<file path="config.mk">
export PLATFORM = sky130hd
export DESIGN_NAME = pipelined_cla_adder
export DESIGN_NICKNAME = d
export VERILOG_FILES = /design/src/rtl/pipelined_cla_adder.sv
export SDC_FILE = /design/constraint.sdc
export NUM_CORES = 1
export LEC_CHECK = 0
export CORE_MARGIN = 10
export CORE_UTILIZATION = 32
export CTS_BUF_LIST = sky130_fd_sc_hd__clkbuf_16
export CTS_CLUSTER_SIZE = 25
export DETAILED_ROUTE_END_ITERATION = 8
export GPL_ROUTABILITY_DRIVEN = 1
export GPL_TIMING_DRIVEN = 0
export PLACE_DENSITY = 0.58
export SYNTH_ARGS = -nofsm -noshare
export SYNTH_HDL_FRONTEND = slang
export SYNTH_SLANG_ARGS = --single-unit
</file>
<file path="constraint.sdc">
create_clock -name clk -period 4.9 [get_ports clk]
set_clock_uncertainty 0.1 [all_clocks]
set_input_delay 1.225 -clock clk [delete_from_list [all_inputs] [get_ports clk]]
set_output_delay 1.225 -clock clk [all_outputs]
set_load 0.02 [all_outputs]
</file>
<file path="src/rtl/pipelined_cla_adder.sv">
// Pipelined two-level carry-lookahead adder/subtractor with valid/ready handshakes.
// A global stall freezes every stage whenever a valid result waits at the output.
module pipelined_cla_adder #(
  parameter int WIDTH  = 32,
  parameter int GROUP  = 4,
  parameter int STAGES = 2
) (
  input  logic             clk,
  input  logic             rst_n,
  input  logic             in_valid,
  output logic             in_ready,
  input  logic [WIDTH-1:0] a,
  input  logic [WIDTH-1:0] b,
  input  logic             cin,
  input  logic             sub,
  output logic             out_valid,
  input  logic             out_ready,
  output logic [WIDTH-1:0] sum,
  output logic             cout,
  output logic             ovf,
  output logic             zero
);

  localparam int NG = WIDTH / GROUP;

  logic w_advance;

  logic [WIDTH-1:0] r_inA;
  logic [WIDTH-1:0] r_inB;
  logic             r_inC0;
  logic             r_inValid;

  logic             r_outValid;
  logic [WIDTH-1:0] r_sum;
  logic             r_cout;
  logic             r_ovf;
  logic             r_zero;

  assign w_advance = ~r_outValid | out_ready;
  assign in_ready  = w_advance & rst_n;

  // Subtraction is folded in here so the rest of the pipe only ever adds.
  always_ff @(posedge clk) begin
    if (!rst_n) begin
      r_inValid <= 1'b0;
      r_inA     <= '0;
      r_inB     <= '0;
      r_inC0    <= 1'b0;
    end else if (w_advance) begin
      r_inValid <= in_valid;
      if (in_valid) begin
        r_inA  <= a;
        r_inB  <= sub ? ~b : b;
        r_inC0 <= sub | cin;
      end
    end
  end

  logic [WIDTH-1:0] w_bitP;
  logic [WIDTH-1:0] w_bitG;
  logic [NG-1:0]    w_grpP;
  logic [NG-1:0]    w_grpG;

  always_comb begin
    logic acc;
    logic prod;
    acc    = 1'b0;
    prod   = 1'b1;
    w_bitP = r_inA ^ r_inB;
    w_bitG = r_inA & r_inB;
    w_grpP = '0;
    w_grpG = '0;
    for (int j = 0; j < NG; j++) begin
      acc  = 1'b0;
      prod = 1'b1;
      for (int k = GROUP - 1; k >= 0; k--) begin
        acc  = acc | (w_bitG[j*GROUP+k] & prod);
        prod = prod & w_bitP[j*GROUP+k];
      end
      w_grpG[j] = acc;
      w_grpP[j] = prod;
    end
  end

  logic [WIDTH-1:0] w_pgP;
  logic [WIDTH-1:0] w_pgG;
  logic [NG-1:0]    w_pgGrpP;
  logic [NG-1:0]    w_pgGrpG;
  logic             w_pgC0;
  logic             w_pgValid;

  if (STAGES >= 2) begin : g_pgReg
    logic [WIDTH-1:0] r_p;
    logic [WIDTH-1:0] r_g;
    logic [NG-1:0]    r_gp;
    logic [NG-1:0]    r_gg;
    logic             r_c0;
    logic             r_valid;

    always_ff @(posedge clk) begin
      if (!rst_n) begin
        r_valid <= 1'b0;
        r_p     <= '0;
        r_g     <= '0;
        r_gp    <= '0;
        r_gg    <= '0;
        r_c0    <= 1'b0;
      end else if (w_advance) begin
        r_valid <= r_inValid;
        r_p     <= w_bitP;
        r_g     <= w_bitG;
        r_gp    <= w_grpP;
        r_gg    <= w_grpG;
        r_c0    <= r_inC0;
      end
    end

    assign w_pgP     = r_p;
    assign w_pgG     = r_g;
    assign w_pgGrpP  = r_gp;
    assign w_pgGrpG  = r_gg;
    assign w_pgC0    = r_c0;
    assign w_pgValid = r_valid;
  end else begin : g_pgPass
    assign w_pgP     = w_bitP;
    assign w_pgG     = w_bitG;
    assign w_pgGrpP  = w_grpP;
    assign w_pgGrpG  = w_grpG;
    assign w_pgC0    = r_inC0;
    assign w_pgValid = r_inValid;
  end

  // Each group carry is a flat sum-of-products over all lower groups and c0.
  logic [NG:0] w_grpC;

  always_comb begin
    logic acc;
    logic prod;
    acc       = 1'b0;
    prod      = 1'b1;
    w_grpC    = '0;
    w_grpC[0] = w_pgC0;
    for (int j = 1; j <= NG; j++) begin
      acc  = 1'b0;
      prod = 1'b1;
      for (int m = j - 1; m >= 0; m--) begin
        acc  = acc | (w_pgGrpG[m] & prod);
        prod = prod & w_pgGrpP[m];
      end
      w_grpC[j] = acc | (prod & w_pgC0);
    end
  end

  logic [WIDTH-1:0] w_csP;
  logic [WIDTH-1:0] w_csG;
  logic [NG:0]      w_csC;
  logic             w_csValid;

  if (STAGES == 3) begin : g_csReg
    logic [WIDTH-1:0] r_p;
    logic [WIDTH-1:0] r_g;
    logic [NG:0]      r_c;
    logic             r_valid;

    always_ff @(posedge clk) begin
      if (!rst_n) begin
        r_valid <= 1'b0;
        r_p     <= '0;
        r_g     <= '0;
        r_c     <= '0;
      end else if (w_advance) begin
        r_valid <= w_pgValid;
        r_p     <= w_pgP;
        r_g     <= w_pgG;
        r_c     <= w_grpC;
      end
    end

    assign w_csP     = r_p;
    assign w_csG     = r_g;
    assign w_csC     = r_c;
    assign w_csValid = r_valid;
  end else begin : g_csPass
    assign w_csP     = w_pgP;
    assign w_csG     = w_pgG;
    assign w_csC     = w_grpC;
    assign w_csValid = w_pgValid;
  end

  logic [WIDTH-1:0] w_carry;
  logic [WIDTH-1:0] w_sum;
  logic             w_cout;
  logic             w_ovf;
  logic             w_unusedTopG;

  always_comb begin
    logic acc;
    logic prod;
    acc     = 1'b0;
    prod    = 1'b1;
    w_carry = '0;
    for (int i = 0; i < WIDTH; i++) begin
      acc  = 1'b0;
      prod = 1'b1;
      for (int k = i - 1; k >= (i / GROUP) * GROUP; k--) begin
        acc  = acc | (w_csG[k] & prod);
        prod = prod & w_csP[k];
      end
      w_carry[i] = acc | (prod & w_csC[i/GROUP]);
    end
    w_sum  = w_csP ^ w_carry;
    w_cout = w_csC[NG];
    w_ovf  = w_carry[WIDTH-1] ^ w_csC[NG];
  end

  // A group's top-bit generate only feeds the next group carry, already in w_csC.
  always_comb begin
    w_unusedTopG = 1'b0;
    for (int j = 0; j < NG; j++) begin
      w_unusedTopG = w_unusedTopG ^ w_csG[j*GROUP+GROUP-1];
    end
  end

  always_ff @(posedge clk) begin
    if (!rst_n) begin
      r_outValid <= 1'b0;
      r_sum      <= '0;
      r_cout     <= 1'b0;
      r_ovf      <= 1'b0;
      r_zero     <= 1'b0;
    end else if (w_advance) begin
      r_outValid <= w_csValid;
      if (w_csValid) begin
        r_sum  <= w_sum;
        r_cout <= w_cout;
        r_ovf  <= w_ovf;
        r_zero <= (w_sum == '0);
      end
    end
  end

  assign out_valid = r_outValid;
  assign sum       = r_sum;
  assign cout      = r_cout;
  assign ovf       = r_ovf;
  assign zero      = r_zero;

endmodule

</file>
==> flow_metrics.py <==
metrics = {
    "worst_setup_path": {
        "rr_worst_depth": 12,
        "r2r_start": "g_pgReg.r_gg[1]",
        "crit_family": "buffers and inverters",
        "critPathKind": "in -> out",
        "critPathSlowestCell": "clkdlybuf4s50_1",
        "cpMostUsedCell": "clkdlybuf4s50_1",
        "cp.arrival_ps": 3030,
        "path_max_fanout": 6,
        "crit_chain": "clkdlybuf4s50_1, nand2b_1, clkbuf_1, and2_1, clkdlybuf4s50_1",
        "cp_num_cells": 5,
        "critPathLaunchType": "input port",
        "r2r_setup_slack_ps": 1520,
        "worstSetupStartpoint": "out_ready",
        "required_ps": 3580,
        "crit_end": "in_ready",
        "crit_path_max_incr_delay_ps": 640,
        "end_kind": "output port",
        "path_buf_inv": 3,
        "rr_endpoint": "zero",
    },
    "yosys": {
        "synth_seq_cells": 176,
        "yosysSeqAreaShare_pct": 42.5,
        "synthTopCellsByCount": "nand2_1, dfxtp_1, a21boi_0",
        "yosys_most_used_dff": "dfxtp_1",
        "synth.distinct_cells": 55,
        "synth_cells": 961,
        "async_flop_share_pct": 0,
        "synth.area.top_cells": "dfxtp_1, nand2_1, a21boi_0",
        "synth_edf_count": 0,
        "synth_top_area_share_pct": 42.5,
        "yosysWarnings": 0,
        "avgSynthCellArea_um2": 8.63,
        "synth_area_leader_cell": "dfxtp_1",
        "mappedNetlistArea_um2": 8290,
        "yosysMostFrequentCell": "nand2_1",
        "synthesis.nets": 1071,
    },
    "place": {
        "dpl.hpwl_mm": 19.5,
        "portBuffers": 104,
        "place.gp.congestion": 0.844,
    },
    "flow_run": {
        "max-cap-violations": 0,
    },
    "grt": {
        "grt_pass1_vias": 6690,
        "antenna_found_initial": 0,
        "grt_use_total_pct": 14.4,
        "grt_pass1_wl_mm": 38.0,
        "grt_max_degree": 17,
        "grt.overflow.total": 0,
    },
    "die": {
        "start_util_pct": 32.7,
        "die_h_um": 181,
        "die_x_um": 181,
        "fp-row-count": 58,
        "die_area_um2": 32700,
        "ios": 107,
        "core-area_um2": 25300,
    },
    "timing": {
        "max_freq_mhz": 230,
        "timing.final.crit_share_pct": 88.9,
        "final.setup.tns_ps": 0,
        "slew_headroom_pct": 53.9,
        "final_max_slew_viol_count": 0,
        "rsz0062_at_grt": "false",
        "worstMarginPinSlew_ps": 691,
        "hold_violations": 0,
        "hold_ws_ps": 365,
        "finalSetupViolCount": 0,
        "fin_crit_ps": 4360,
    },
    "clocking": {
        "cts_hold_buffers": 0,
        "cts_max_level": 4,
        "path_clk_slew_ps": 70,
        "cts_tree": "done",
        "cts_max_path_buffers": 2,
        "clock_sinks": 176,
        "cts-root-buf": "clkbuf_16",
        "numCtsBuffers": 17,
        "cts_setup_buffers": 0,
        "insertion_delay_ps": 430,
        "postCtsResizedCells": 0,
    },
    "finish": {
        "syn_to_final_growth_pct": 24.7,
        "nNetsFinal": 1194,
        "antennaDiodeCount": 0,
        "drive_gt1_share_pct": 3.92,
        "fill_cells": 2646,
    },
    "route": {
        "dr.pass1.iters": 5,
        "vias_per_cell": 4.88,
        "vias": 6967,
        "routedWlPerCell_um": 16.9,
        "drtIter0Drc": 341,
        "antenna_left": 0,
        "route.detailed.drc": 0,
        "wirelength_mm": 24.2,
    },
    "status": {
        "status": "completed",
    },
    "pwr": {
        "leakagePower_nw": 4.34,
        "p_per_area_nw_per_um2": 329,
        "irDropWorstVdd_mv": 0.216,
    },
    "min_path": {
        "hp-class": "reg -> reg",
    },
}
worst min-delay path: stages, from the launching register on:
cell      delay (ps)
dfxtp_1          310
nand2_1           50
a21boi_0          60
cell usage in the layout, fill, tap and decap left out, drive strengths merged, types with 19 or more instances in the layout:
| cell type | n |
|---|---|
| clkbuf | 75 |
| dfxtp | 176 |
| nand3 | 19 |
| a21boi | 115 |
| o211a | 41 |
| clkdlybuf4s50 | 104 |
| xnor2 | 46 |
| ha | 40 |
| nand2 | 276 |
flip-flops by register name (all words and copies together) (netlist names), 8 cells and up:
signal	flops
r_inA	32
r_inB	32
sum	32
g_pgReg.r_gp	8
g_pgReg.r_g	24
g_pgReg.r_p	32
g_pgReg.r_gg	8
power by group:
group | internal [W] | switching (W) | total, W
combinational | 0.000208 | 0.000239 | 0.000447
clock | 0.000799 | 0.000582 | 0.00138
sequential | 0.00151 | 0.0000628 | 0.00157
per-stage QoR:
| step | utilization (%) | std cells | power, W | setup WS (ps) | area, um2 |
|---|---|---|---|---|---|
| after floorplan | - | 961 | 0.00185 | 1860 | 8290 |
| after global placement | 38.5 | 1395 | 0.00204 | 587 | 9740 |
| after detailed placement | 38.5 | 1395 | 0.00205 | 566 | 9740 |
| after CTS | 40.8 | 1427 | 0.00342 | 561 | 10300 |
| after global routing | 40.8 | 1427 | 0.00355 | 498 | 10300 |
| final | 40.8 | 1427 | 0.00340 | 544 | 10300 |
per-layer routing:
layer | share of wire, % | GRT usage (%)
met5 | 0 | 0
met4 | 1.8 | 4.30
met1 | 51 | 20.2
met2 | 41 | 21.2
met3 | 5.9 | 3.68
how the worst min path moves through the flow:
stage	end	startpoint	cells after the start	slack, ps
after floorplan	g_pgReg.r_g[17]	g_pgReg.r_g[17]	2	340
after global placement	g_pgReg.r_gp[7]	g_pgReg.r_gp[7]	2	350
after detailed placement	g_pgReg.r_gp[7]	g_pgReg.r_gp[7]	2	360
after CTS	g_pgReg.r_gp[7]	g_pgReg.r_gp[7]	2	370
after global routing	g_pgReg.r_valid	r_inValid	2	390
final	sum[0]	sum[0]	2	360
final cells by class:
class,count,area (um2),area share (%)
repair buffers,104,1040,10.1
plain buffers,66,248,2.40
clock buffers,17,425,4.12
flip-flops and latches,176,3520,34.1
clock inverters,15,166,1.61
multi-input cells,713,4500,43.5
well taps,330,413,4.00
inverters,6,22.5,0.218
kinds of logic (layout without fill, tap and decap cells):
logic type	count (synthesis)	count (layout)	share of synthesized area [%]
AO/OA/AOI/OAI	245	245	23.4
XOR/XNOR	50	50	5.28
adder cells (fa/ha/maj)	40	40	6.04
buffers and inverters	72	208	3.26
flip-flops	176	176	42.5
multiplexers	1	1	0.121
AND/OR/NAND/NOR	377	377	19.4
Note: power is estimated with default switching activity, not from simulation.
